[src/rtl/fifo_tree_sched_pkg.sv]
// fifo_tree_sched_pkg: shared definitions for the clause FIFO tree sequencer.
//   - default clause count / width
//   - controller state encoding
//   - clog2 helper used to size internal counters
package fifo_tree_sched_pkg;

  localparam int unsigned CC_DEFAULT = 20;
  localparam int unsigned CW_DEFAULT = 9;

  typedef enum logic [2:0] {
    S_IDLE,
    S_LOAD,
    S_DRAIN,
    S_WAIT_RD,
    S_HOLD,
    S_OVF_CLR
  } state_t;

  // Bits needed to hold values 0..v-1, never less than 1.
  function automatic int unsigned clog2(input int unsigned v);
    int unsigned r;
    r = 0;
    while ((32'd1 << r) < v) r = r + 1;
    return (r == 0) ? 1 : r;
  endfunction

endpackage

[src/rtl/fifo_tree_sched_outreg.sv]
// fifo_tree_sched_outreg: single-entry valid/ready output hold register.
//   clk, reset : clock, synchronous active-high reset
//   i_load     : capture i_data and raise o_valid
//   i_data     : clause read back from the tree
//   i_ready    : consumer ready; o_valid drops on handshake
//   o_data     : held clause (stable while o_valid && !i_ready)
//   o_valid    : clause valid
module fifo_tree_sched_outreg #(
  parameter int unsigned W = 9
) (
  input  logic         clk,
  input  logic         reset,
  input  logic         i_load,
  input  logic [W-1:0] i_data,
  input  logic         i_ready,
  output logic [W-1:0] o_data,
  output logic         o_valid
);

  logic [W-1:0] r_data;
  logic         r_valid;

  always_ff @(posedge clk) begin
    if (reset) begin
      r_data  <= '0;
      r_valid <= 1'b0;
    end else begin
      if (i_load) begin
        r_data  <= i_data;
        r_valid <= 1'b1;
      end else if (r_valid && i_ready) begin
        r_valid <= 1'b0;
      end
    end
  end

  assign o_data  = r_data;
  assign o_valid = r_valid;

endmodule

[src/rtl/fifo_tree_sched.sv]
// fifo_tree_sched: sequencing controller for the clause FIFO tree.
// Accepts one batch of candidate clauses, writes it into the tree with a
// single wren cycle, then drains the tree one clause at a time to a
// valid/ready consumer. Sole driver of the tree's wren / rden / cOF.
//
// Ports:
//   clk, reset            clock, synchronous active-high reset
//   batch_i/batch_mask_i  packed clause ids (slot n at [CW*n +: CW]) / valid
//   batch_req_i/_ack_o    batch offer / 1-cycle accept pulse
//   clause_o/_valid_o     drained clause, held until clause_ready_i
//   done_o                1-cycle pulse when the batch is fully drained
//   ovf_o                 sticky overflow, cleared on next batch_ack_o
//   ft_*_o                tree controls and write data
//   ft_empty_i/ft_of_i    tree status, ft_clause_i tree read data
//
// Optional macro FIFO_TREE_SCHED_STATS_EN adds wrapping statistics outputs
// stat_batches_o, stat_clauses_o, stat_ovf_o.
module fifo_tree_sched
  import fifo_tree_sched_pkg::*;
#(
  parameter int unsigned CLAUSE_COUNT  = CC_DEFAULT,
  parameter int unsigned CLAUSE_WIDTH  = CW_DEFAULT,
  parameter int unsigned SETTLE_CYCLES = 4,
  parameter int unsigned RD_LAT        = 1
) (
  input  logic                                 clk,
  input  logic                                 reset,
  input  logic [CLAUSE_WIDTH*CLAUSE_COUNT-1:0] batch_i,
  input  logic [CLAUSE_COUNT-1:0]              batch_mask_i,
  input  logic                                 batch_req_i,
  output logic                                 batch_ack_o,
  output logic [CLAUSE_WIDTH-1:0]              clause_o,
  output logic                                 clause_valid_o,
  input  logic                                 clause_ready_i,
  output logic                                 done_o,
  output logic                                 ovf_o,
  output logic [CLAUSE_WIDTH*CLAUSE_COUNT-1:0] ft_clauses_o,
  output logic [CLAUSE_COUNT-1:0]              ft_valid_o,
  output logic                                 ft_wren_o,
  output logic                                 ft_rden_o,
  output logic                                 ft_cof_o,
  input  logic                                 ft_empty_i,
  input  logic                                 ft_of_i,
  input  logic [CLAUSE_WIDTH-1:0]              ft_clause_i
`ifdef FIFO_TREE_SCHED_STATS_EN
  ,
  output logic [15:0]                          stat_batches_o,
  output logic [15:0]                          stat_clauses_o,
  output logic [7:0]                           stat_ovf_o
`endif
);

  localparam int unsigned ECW = clog2(SETTLE_CYCLES + 1);
  localparam int unsigned RCW = clog2(RD_LAT + 1);

  state_t         r_state;
  state_t         w_state_next;
  logic [ECW-1:0] r_empty_cnt;
  logic [RCW-1:0] r_rd_cnt;
  logic           r_of_pend;
  logic           r_ovf;
  logic           w_of;
  logic           w_rd_done;
  logic           w_load_out;
  logic           w_hs;
  logic           w_settled;

  // Overflow raised outside DRAIN is remembered and serviced on DRAIN entry.
  assign w_of      = ft_of_i | r_of_pend;
  assign w_rd_done = (r_rd_cnt == RCW'(RD_LAT - 1));
  assign w_hs      = clause_valid_o & clause_ready_i;
  assign w_settled = (r_empty_cnt == ECW'(SETTLE_CYCLES));

  always_comb begin
    w_state_next = r_state;
    batch_ack_o  = 1'b0;
    ft_wren_o    = 1'b0;
    ft_rden_o    = 1'b0;
    ft_cof_o     = 1'b0;
    done_o       = 1'b0;
    w_load_out   = 1'b0;
    case (r_state)
      S_IDLE: begin
        // Gated by reset so an offer is never acknowledged during reset.
        batch_ack_o = batch_req_i & ~reset;
        if (batch_req_i) w_state_next = S_LOAD;
      end
      S_LOAD: begin
        ft_wren_o    = 1'b1;
        w_state_next = S_DRAIN;
      end
      S_DRAIN: begin
        if (w_of) begin
          w_state_next = S_OVF_CLR;
        end else if (!ft_empty_i) begin
          ft_rden_o    = 1'b1;
          w_state_next = S_WAIT_RD;
        end else if (w_settled) begin
          done_o       = 1'b1;
          w_state_next = S_IDLE;
        end
      end
      S_WAIT_RD: begin
        if (w_rd_done) begin
          w_load_out   = 1'b1;
          w_state_next = S_HOLD;
        end
      end
      S_HOLD: begin
        if (w_hs) w_state_next = S_DRAIN;
      end
      S_OVF_CLR: begin
        ft_cof_o     = 1'b1;
        w_state_next = S_DRAIN;
      end
      default: w_state_next = S_IDLE;
    endcase
  end

  always_ff @(posedge clk) begin
    if (reset) begin
      r_state      <= S_IDLE;
      r_empty_cnt  <= '0;
      r_rd_cnt     <= '0;
      r_of_pend    <= 1'b0;
      r_ovf        <= 1'b0;
      ft_clauses_o <= '0;
      ft_valid_o   <= '0;
    end else begin
      r_state <= w_state_next;

      if (batch_ack_o) begin
        ft_clauses_o <= batch_i;
        ft_valid_o   <= batch_mask_i;
        r_ovf        <= 1'b0;
        r_empty_cnt  <= '0;
      end else if (r_state == S_OVF_CLR) begin
        r_ovf <= 1'b1;
      end

      if (ft_rden_o) begin
        r_empty_cnt <= '0;
      end else if (r_state == S_DRAIN && !w_of && ft_empty_i && !w_settled) begin
        r_empty_cnt <= r_empty_cnt + ECW'(1);
      end

      if (r_state == S_WAIT_RD) begin
        r_rd_cnt <= w_rd_done ? '0 : r_rd_cnt + RCW'(1);
      end

      // The tree still shows OF during OVF_CLR (cleared by that cOF edge),
      // so that cycle must not re-arm the pending flag.
      if (r_state == S_OVF_CLR) begin
        r_of_pend <= 1'b0;
      end else if (r_state != S_DRAIN && ft_of_i) begin
        r_of_pend <= 1'b1;
      end
    end
  end

  assign ovf_o = r_ovf;

  fifo_tree_sched_outreg #(
    .W (CLAUSE_WIDTH)
  ) u_outreg (
    .clk     (clk),
    .reset   (reset),
    .i_load  (w_load_out),
    .i_data  (ft_clause_i),
    .i_ready (clause_ready_i),
    .o_data  (clause_o),
    .o_valid (clause_valid_o)
  );

`ifdef FIFO_TREE_SCHED_STATS_EN
  always_ff @(posedge clk) begin
    if (reset) begin
      stat_batches_o <= '0;
      stat_clauses_o <= '0;
      stat_ovf_o     <= '0;
    end else begin
      if (batch_ack_o) stat_batches_o <= stat_batches_o + 16'd1;
      if (w_hs)        stat_clauses_o <= stat_clauses_o + 16'd1;
      if (ft_cof_o)    stat_ovf_o     <= stat_ovf_o + 8'd1;
    end
  end
`endif

endmodule

[config.mk]
export PLATFORM = sky130hd
export DESIGN_NAME = fifo_tree_sched
export DESIGN_NICKNAME = d
export VERILOG_FILES = /design/src/rtl/fifo_tree_sched_pkg.sv /design/src/rtl/fifo_tree_sched_outreg.sv /design/src/rtl/fifo_tree_sched.sv
export SDC_FILE = /design/constraint.sdc
export NUM_CORES = 1
export LEC_CHECK = 0
export CAP_MARGIN = 20
export CELL_PAD_IN_SITES_DETAIL_PLACEMENT = 1
export CELL_PAD_IN_SITES_GLOBAL_PLACEMENT = 1
export CORE_AREA = 2 2 168 170
export DETAILED_ROUTE_END_ITERATION = 8
export DIE_AREA = 0 0 170 172
export PLACE_DENSITY_LB_ADDON = 0.1
export SYNTH_ARGS = -nofsm -noshare
export SYNTH_HDL_FRONTEND = slang
export SYNTH_SLANG_ARGS = --single-unit
export TNS_END_PERCENT = 50
[constraint.sdc]
create_clock -name clk -period 5.3 [get_ports clk]
set_input_delay 1.06 -clock clk [delete_from_list [all_inputs] [get_ports clk]]
set_output_delay 1.06 -clock clk [all_outputs]
set_load 0.05 [all_outputs]
==> flow_metrics.tcl, run 1 <==
set metrics [dict create \
    critPathRequiredTime_ns 4.24 \
    swShare 0.346 \
    p_leak_nw 4.66 \
    slew_violations 0 \
    ant_nets 0 \
    drive_gt1_frac 0.0542 \
    cts_setup_buffers 0 \
    end_kind "primary output" \
    peakVddDrop_uv 254 \
    syn_avg_cell_area_um2 12.8 \
    antenna_found_initial 1 \
    firstDrtPassIters 4 \
    power_report.internal_total_w 0.00370 \
    place_inst 1275 \
    status "completed" \
    period_minus_slack_ns 4.28 \
    boundaryPins 431 \
    ys_seq_area_frac 0.623 \
    avgViaCountPerCell 4.64 \
    numClockSinks 218 \
    switchingPower_w 0.00196 \
    final_net_count 1175 \
    hold_ws_ns 0.457 \
    wl_met1_um 10200 \
    synthFlopType "dfxtp_1" \
    finClkSkew_ns 0.00971 \
    die_height_um 172 \
    die_x_um 170 \
    syn-num-nets 762 \
    powerDensity_nw_per_um2 461 \
    final_cell_mix "clkdlybuf4s50_1, dfxtp_1, a22o_1" \
    clockPowerShare 0.332 \
    grt_pass1_wl_um 37800 \
    synth-warning-count 0 \
    path_max_fanout 4 \
    seq_power_share 0.352 \
    critPathArrivalTime_ns 3.22 \
    timing_hold_violations_final 0 \
    top_layer_used "met4" \
    fill_cells 2930 \
    clock_path_buffers 3 \
    max_freq_ghz 0.233 \
    clk_pin_slew_ns 0.06 \
    synth_cell_types 33 \
    ctsHoldBuffers 0 \
    synth_edf_count 0 \
    wl_per_cell_um 19.8 \
    wirelength_um 26200 \
    hold_class "flop to flop" \
    die_area_um2 29200 \
    port_buffers 430 \
    rsz0062_at_grt "no" \
    wl_met2_um 12700 \
    netlist_area_um2 7000 \
    final_common_cell "clkdlybuf4s50_1" \
    rows 61 \
    critPathLaunchType "input pin" \
    cts_tree "built" \
    start_util 0.255 \
    grt_max_degree 201 \
    dr_wl_met3_um 2710 \
    ys_seq_elements 218 \
    clockRootBuffer "clkbuf_16" \
    fin_cells 1324 \
    grt_overflow_total 0 \
    share_comb_of_total_power 0.315 \
    drc_errors 0 \
    via_count 6147 \
    dr.first_iter.drc_count 270 \
    gp_congestion 0.732 \
    setup_tns_ns 0 \
    insertion_delay_ns 0.52 \
    worstSetupPathType "input pin to primary output" \
    postLayoutCellArea_um2 12300 \
    finalCritPeriodShare 0.808 \
    drv_cap 0 \
    dpl_cell_area_um2 11400 \
    track_usage 0.166 \
    grt_pass1_vias 6179 \
    area_growth_syn_to_layout_pct 75.4 \
    async_flop_share 0 \
    tightest_slew_ns 1.15 \
    hpwl_um 18100 \
    setup_violations 0 \
    htree_levels 1 \
    syn_inst 545 \
    slew_headroom 0.230 \
    core_area_um2 27500 \
    cts_buffers 27 \
    cts_resized 0 \
]
critical path, cell delays in order:
cell	delay [ns]
clkdlybuf4s50_1	0.55
or4b_1	0.46
or2_4	0.28
inv_6	0.07
clkdlybuf4s50_1	0.80
flip-flops by register name, summed over array words and instances, names as in the netlist:
register and count:
r_of_pend 1, ovf_o 1, u_outreg.o_data 9, ft_valid_o 20
r_state 3, r_empty_cnt 3, u_outreg.o_valid 1, ft_clauses_o 180
cells by family (layout without fill, tap and decap cells):
logic type,Yosys count,after routing,share of synthesized area
compound gates,221,221,0.269
fa+ha+maj,2,2,0.00357
buf+inv,56,488,0.0681
flops,218,218,0.623
other cells,0,1,0
simple gates,48,48,0.0363
final timing paths:
check                          start            endpoint  slack (ns)  depth (start not counted)
setup reg to reg          r_state[0]    ft_clauses_o[49]        2.63                          5
hold reg to reg   u_outreg.o_data[0]  u_outreg.o_data[0]        0.46                          2
setup / recovery         batch_req_i         batch_ack_o        1.02                          5
hold / removal    u_outreg.o_data[0]  u_outreg.o_data[0]        0.46                          2
per-stage QoR:
stage,total power (W),setup slack (ns),util
finish,0.00566,1.02,0.447
detailed placement,0.00382,0.996,0.413
global route,0.00590,0.970,0.447
global placement,0.00381,1.05,0.413
CTS,0.00575,0.995,0.447
floorplan,0.00316,1.34,-
power groups by stage:
stage | Sequential (W) | Clock, W | Combinational, W
2_1_floorplan | 0.00274 | 0 | 0.000428
3_3_place_gp | 0.00202 | 0 | 0.00180
3_5_place_dp | 0.00202 | 0 | 0.00179
4_1_cts | 0.00199 | 0.00195 | 0.00180
5_1_grt | 0.00202 | 0.00202 | 0.00186
6_report | 0.00199 | 0.00188 | 0.00178
synthesized netlist by cell type (all sizes together) (2+ instances only):
cell / n / area [um^2]
or3: 2 / 12.5
nand3: 12 / 60.1
a211oi: 3 / 22.5
a22o: 200 / 1750
nor2: 6 / 22.5
dfxtp: 218 / 4360
ha: 2 / 25.0
or4b: 2 / 20.0
a21oi: 13 / 65.1
inv: 4 / 15.0
nor3: 2 / 10.0
nand2: 14 / 52.6
clkbuf: 26 / 97.6
buf: 25 / 359
cell type report:
class,count,area [um^2],share of cell area
multi-input cells,271,2170,0.177
well taps,346,433,0.0352
flip-flops and latches,218,4360,0.355
inverters,5,23.8,0.00194
repair buffers,435,4370,0.356
clock inverters,10,131,0.0107
clock buffers,38,787,0.0641
diodes,1,2.50,0.000204
per-layer routing:
metal	vias up	global-route usage
met4	0	0.0509
met2	280	0.286
met1	2928	0.193
met3	38	0.0602
met5	-	0
li1	2901	-
Power figures use the tool's default switching activity.
==> run 2: changes to the inputs <==
Settings changed: CORE_AREA 2 2 168 170 to unset, CORE_ASPECT_RATIO set to 1.75, CORE_UTILIZATION set to 25, DIE_AREA 0 0 170 172 to unset.
Clock period 5.3 ns to 3.7 ns, I/O delays scaled along.
==> flow_metrics.tcl, run 2 (synthesized netlist as in run 1, its figures left out) <==
set metrics [dict create \
    clockRootBuffer "clkbuf_16" \
    dpl_cell_area_um2 11400 \
    worstSetupPathType "flop to primary output" \
    port_buffers 430 \
    start_util 0.255 \
    grt_pass1_wl_um 38200 \
    switchingPower_w 0.00272 \
    grt_overflow_total 0 \
    track_usage 0.173 \
    ant_nets 0 \
    swShare 0.357 \
    critPathLaunchType "flop" \
    share_comb_of_total_power 0.338 \
    regMostFlops "ft_clauses_o" \
    slew_violations 0 \
    tightest_slew_ns 0.717 \
    status "completed" \
    wl_per_cell_um 19.5 \
    die_x_um 129 \
    hpwl_um 18500 \
    finalCritPeriodShare 0.840 \
    final_util 0.443 \
    clock_path_buffers 3 \
    cts_setup_buffers 0 \
    drv_cap 0 \
    wirelength_um 26100 \
    cts_buffers 23 \
    critPathRequiredTime_ns 2.96 \
    clockPowerShare 0.287 \
    power_report.internal_total_w 0.00489 \
    htree_levels 1 \
    p_total_w 0.00760 \
    p_leak_nw 4.57 \
    seq_power_share 0.376 \
    whs_path_depth 2 \
    via_count 6106 \
    grt_max_degree 116 \
    setup_violations 0 \
    drive_gt1_frac 0.0455 \
    die_area_um2 28700 \
    insertion_delay_ns 0.50 \
    rsz0062_at_grt "no" \
    core_area_um2 27400 \
    firstDrtPassIters 4 \
    drc_errors 0 \
    cts_resized 0 \
    largest_reg_flops 180 \
    antenna_found_initial 2 \
    grt_pass1_vias 6481 \
    ctsHoldBuffers 0 \
    path_max_fanout 19 \
    max_freq_ghz 0.322 \
    setup_tns_ns 0 \
    period_minus_slack_ns 3.11 \
    cts_tree "built" \
    final_cell_mix "clkdlybuf4s50_1, dfxtp_1, a22o_1" \
    avgViaCountPerCell 4.56 \
    clk_pin_slew_ns 0.06 \
    final_common_cell "clkdlybuf4s50_1" \
    peakVddDrop_uv 337 \
    numClockSinks 218 \
    timing_hold_violations_final 0 \
    area_growth_syn_to_layout_pct 73.4 \
    end_kind "primary output" \
    setup_ws_ns 0.593 \
    dr.first_iter.drc_count 191 \
    die_height_um 223 \
    powerDensity_nw_per_um2 626 \
    rows 80 \
    gp_congestion 0.714 \
    boundaryPins 431 \
    slew_headroom 0.515 \
    preCtsSetupSlack_ns 0.716 \
    hold_class "flop to flop" \
    postLayoutCellArea_um2 12100 \
    critPathArrivalTime_ns 2.37 \
    rr_worst_depth 5 \
    final_net_count 1173 \
    finClkSkew_ns 0.00822 \
]
[run 2: cell types whose count changed in the layout (fill, tap and decap cells not counted), moves of 3 or more]
| cell | previous run | this run |
|---|---|---|
| clkdlybuf4s50_1 | 430 | 427 |
| clkbuf_1 | 4 | 7 |
| clkinv_2 | 5 | 1 |
| bufinv_16 | 3 | 0 |
| buf_12 | 2 | 6 |
| clkbuf_16 | 27 | 23 |
[run 2: through the flow]
stage | std cells | hold slack, ns
finish | 1339 | 0.457
global route | 1339 | 0.478
CTS | 1337 | 0.461
detailed placement | 1300 | 0.454
global placement | 1300 | 0.443
floorplan | 545 | 0.469
[run 2: cell type report]
cell class              instances  area, um^2
repair buffers                437        4420
multi-input cells             271        2170
fillers                      2956       15300
clock inverters                 1        5.00
inverters                       5        23.8
well taps                     369         462
diodes                          2        5.00
flip-flops and latches        218        4360
clock buffers                  36         684
[run 2: path summary, 6_finish.rpt]
path                                          from                  to  slack [ns]
worst max-delay path                    r_state[0]            ft_cof_o        0.59
worst min-delay path            u_outreg.o_data[8]  u_outreg.o_data[8]        0.46
worst min register to register  u_outreg.o_data[8]  u_outreg.o_data[8]        0.46
worst max register to register          r_state[0]    ft_clauses_o[44]        1.42
[run 2: critical path, cell delays in order (launching register included)]
cell             delay (ns)
dfxtp_1                0.72
and3b_1                0.31
clkdlybuf4s50_1        0.82
[run 2: power groups by stage]
stage	combinational, W	sequential, W	clock (W)
CTS	0.00259	0.00286	0.00227
finish	0.00257	0.00285	0.00218
global route	0.00267	0.00289	0.00236
detailed placement	0.00259	0.00290	0
global placement	0.00258	0.00290	0
floorplan	0.000612	0.00392	0
[run 2: layer usage]
metal	vias up	GRT usage	part of all wire	wire, um
li1	2893	-	-	-
met1	2909	0.183	0.37	9750
met2	272	0.321	0.52	13500
met3	32	0.0535	0.088	2290
met4	0	0.0546	0.018	478
met5	-	0	0	0
==> run 3: changes to the inputs <==
Clock period 3.7 ns to 2.55 ns, I/O delays scaled along.
==> flow_metrics.tcl, run 3 (synthesized netlist as in run 1, its figures left out) <==
set metrics [dict create \
    status "completed" \
    slew_headroom 0.592 \
    finalCritPeriodShare 0.951 \
    clockRootBuffer "clkbuf_16" \
    max_freq_ghz 0.412 \
    ant_nets 0 \
    die_area_um2 28700 \
    worstSetupPathType "input pin to primary output" \
    final_net_count 1184 \
    area_growth_syn_to_layout_pct 76.6 \
    slew_violations 0 \
    powerDensity_nw_per_um2 911 \
    hold_ws_ns 0.454 \
    port_buffers 430 \
    dr.first_iter.drc_count 296 \
    numClockSinks 218 \
    regMostFlops "ft_clauses_o" \
    period_minus_slack_ns 2.43 \
    boundaryPins 431 \
    grt_pass1_vias 6404 \
    grt_overflow_total 0 \
    core_area_um2 27400 \
    ctsHoldBuffers 0 \
    via_count 6204 \
    rows 80 \
    firstDrtPassIters 4 \
    drv_cap 0 \
    drc_errors 0 \
    grt_max_degree 99 \
    insertion_delay_ns 0.51 \
    cts_buffers 22 \
    preCtsSetupSlack_ns 0.112 \
    critPathArrivalTime_ns 1.92 \
    rsz0062_at_grt "no" \
    start_util 0.255 \
    setup_ws_ns 0.125 \
    grt_pass1_wl_um 38300 \
    critPathRequiredTime_ns 2.04 \
    critPathLaunchType "input pin" \
    p_leak_nw 4.70 \
    antenna_found_initial 0 \
    setup_tns_ns 0 \
    finClkSkew_ns 0.00978 \
    timing_hold_violations_final 0 \
    final_cell_mix "clkdlybuf4s50_1, dfxtp_1, a22o_1" \
    final_common_cell "clkdlybuf4s50_1" \
    htree_levels 1 \
    fin_cells 1352 \
    avgViaCountPerCell 4.59 \
    largest_reg_flops 180 \
    peakVddDrop_uv 425 \
    drive_gt1_frac 0.0682 \
    wirelength_um 25900 \
    end_kind "primary output" \
    wl_per_cell_um 19.2 \
    whs_path_depth 2 \
    path_max_fanout 4 \
    hold_class "flop to flop" \
    rr_worst_depth 6 \
    die_x_um 129 \
    final_util 0.451 \
    gp_congestion 0.726 \
    clock_path_buffers 3 \
    track_usage 0.173 \
    cts_tree "built" \
    tightest_slew_ns 0.610 \
    setup_violations 0 \
    die_height_um 223 \
    hpwl_um 18700 \
    antenna_cells 0 \
    clk_pin_slew_ns 0.06 \
    place_inst 1312 \
]
==> run 3: cell types whose count changed in the layout (fill, tap and decap cells not counted), sizes merged <==
cell,change
buf,+14
clkinv,+5
clkbuf,-3
clkdlybuf4s50,-2
diode,-2
bufinv,+1
==> run 3: metal layers <==
layer / vias up / share of wire / GRT usage
met5: - / 0 / 0
met4: 0 / 0.024 / 0.0569
met3: 31 / 0.10 / 0.0573
met2: 298 / 0.49 / 0.304
met1: 2965 / 0.39 / 0.194
li1: 2910 / - / -
==> run 3: worst max-delay path, stage by stage <==
cell             delay (ns)
clkdlybuf4s50_1        0.47
or4b_1                 0.43
or2_4                  0.28
inv_6                  0.09
buf_12                 0.13
==> run 3: metrics by stage <==
step / instance area, um^2 / total power (W)
after floorplan: 7010 / 0.00658
after global placement: 11600 / 0.00803
after detailed placement: 11600 / 0.00805
after CTS: 12400 / 0.0115
after global routing: 12400 / 0.0118
final: 12400 / 0.0113
==> run 3: final cells by class <==
class / instances / area, um^2
sequential: 218 / 4370
fill: 2987 / 15100
inverter: 5 / 23.8
clock inverter: 7 / 60.1
timing repair buffer: 449 / 4600
tap: 369 / 462
multi-input combinational: 271 / 2180
clock buffer: 33 / 683
==> run 3: path summary, 6_finish.rpt <==
| path | startpoint | endpoint | slack [ns] |
|---|---|---|---|
| max | batch_req_i | batch_ack_o | 0.12 |
| min | u_outreg.o_data[4] | u_outreg.o_data[4] | 0.45 |
| max reg2reg | r_state[2] | ft_clauses_o[111] | 0.69 |
| min reg2reg | u_outreg.o_data[4] | u_outreg.o_data[4] | 0.45 |
==> run 3: what timing repair did <==
action,in CTS,in global routing
buffers inserted,0,0
setup endpoints to repair,0,1
resized for setup,0,1
==> run 3: power by group <==
part / leakage, nW / total (W) / switching, W / internal [W]
clock: 0.375 / 0.00332 / 0.00137 / 0.00195
combinational: 2.54 / 0.00382 / 0.00236 / 0.00146
sequential: 1.79 / 0.00413 / 0.000265 / 0.00387
total: 4.70 / 0.0113 / 0.00399 / 0.00728
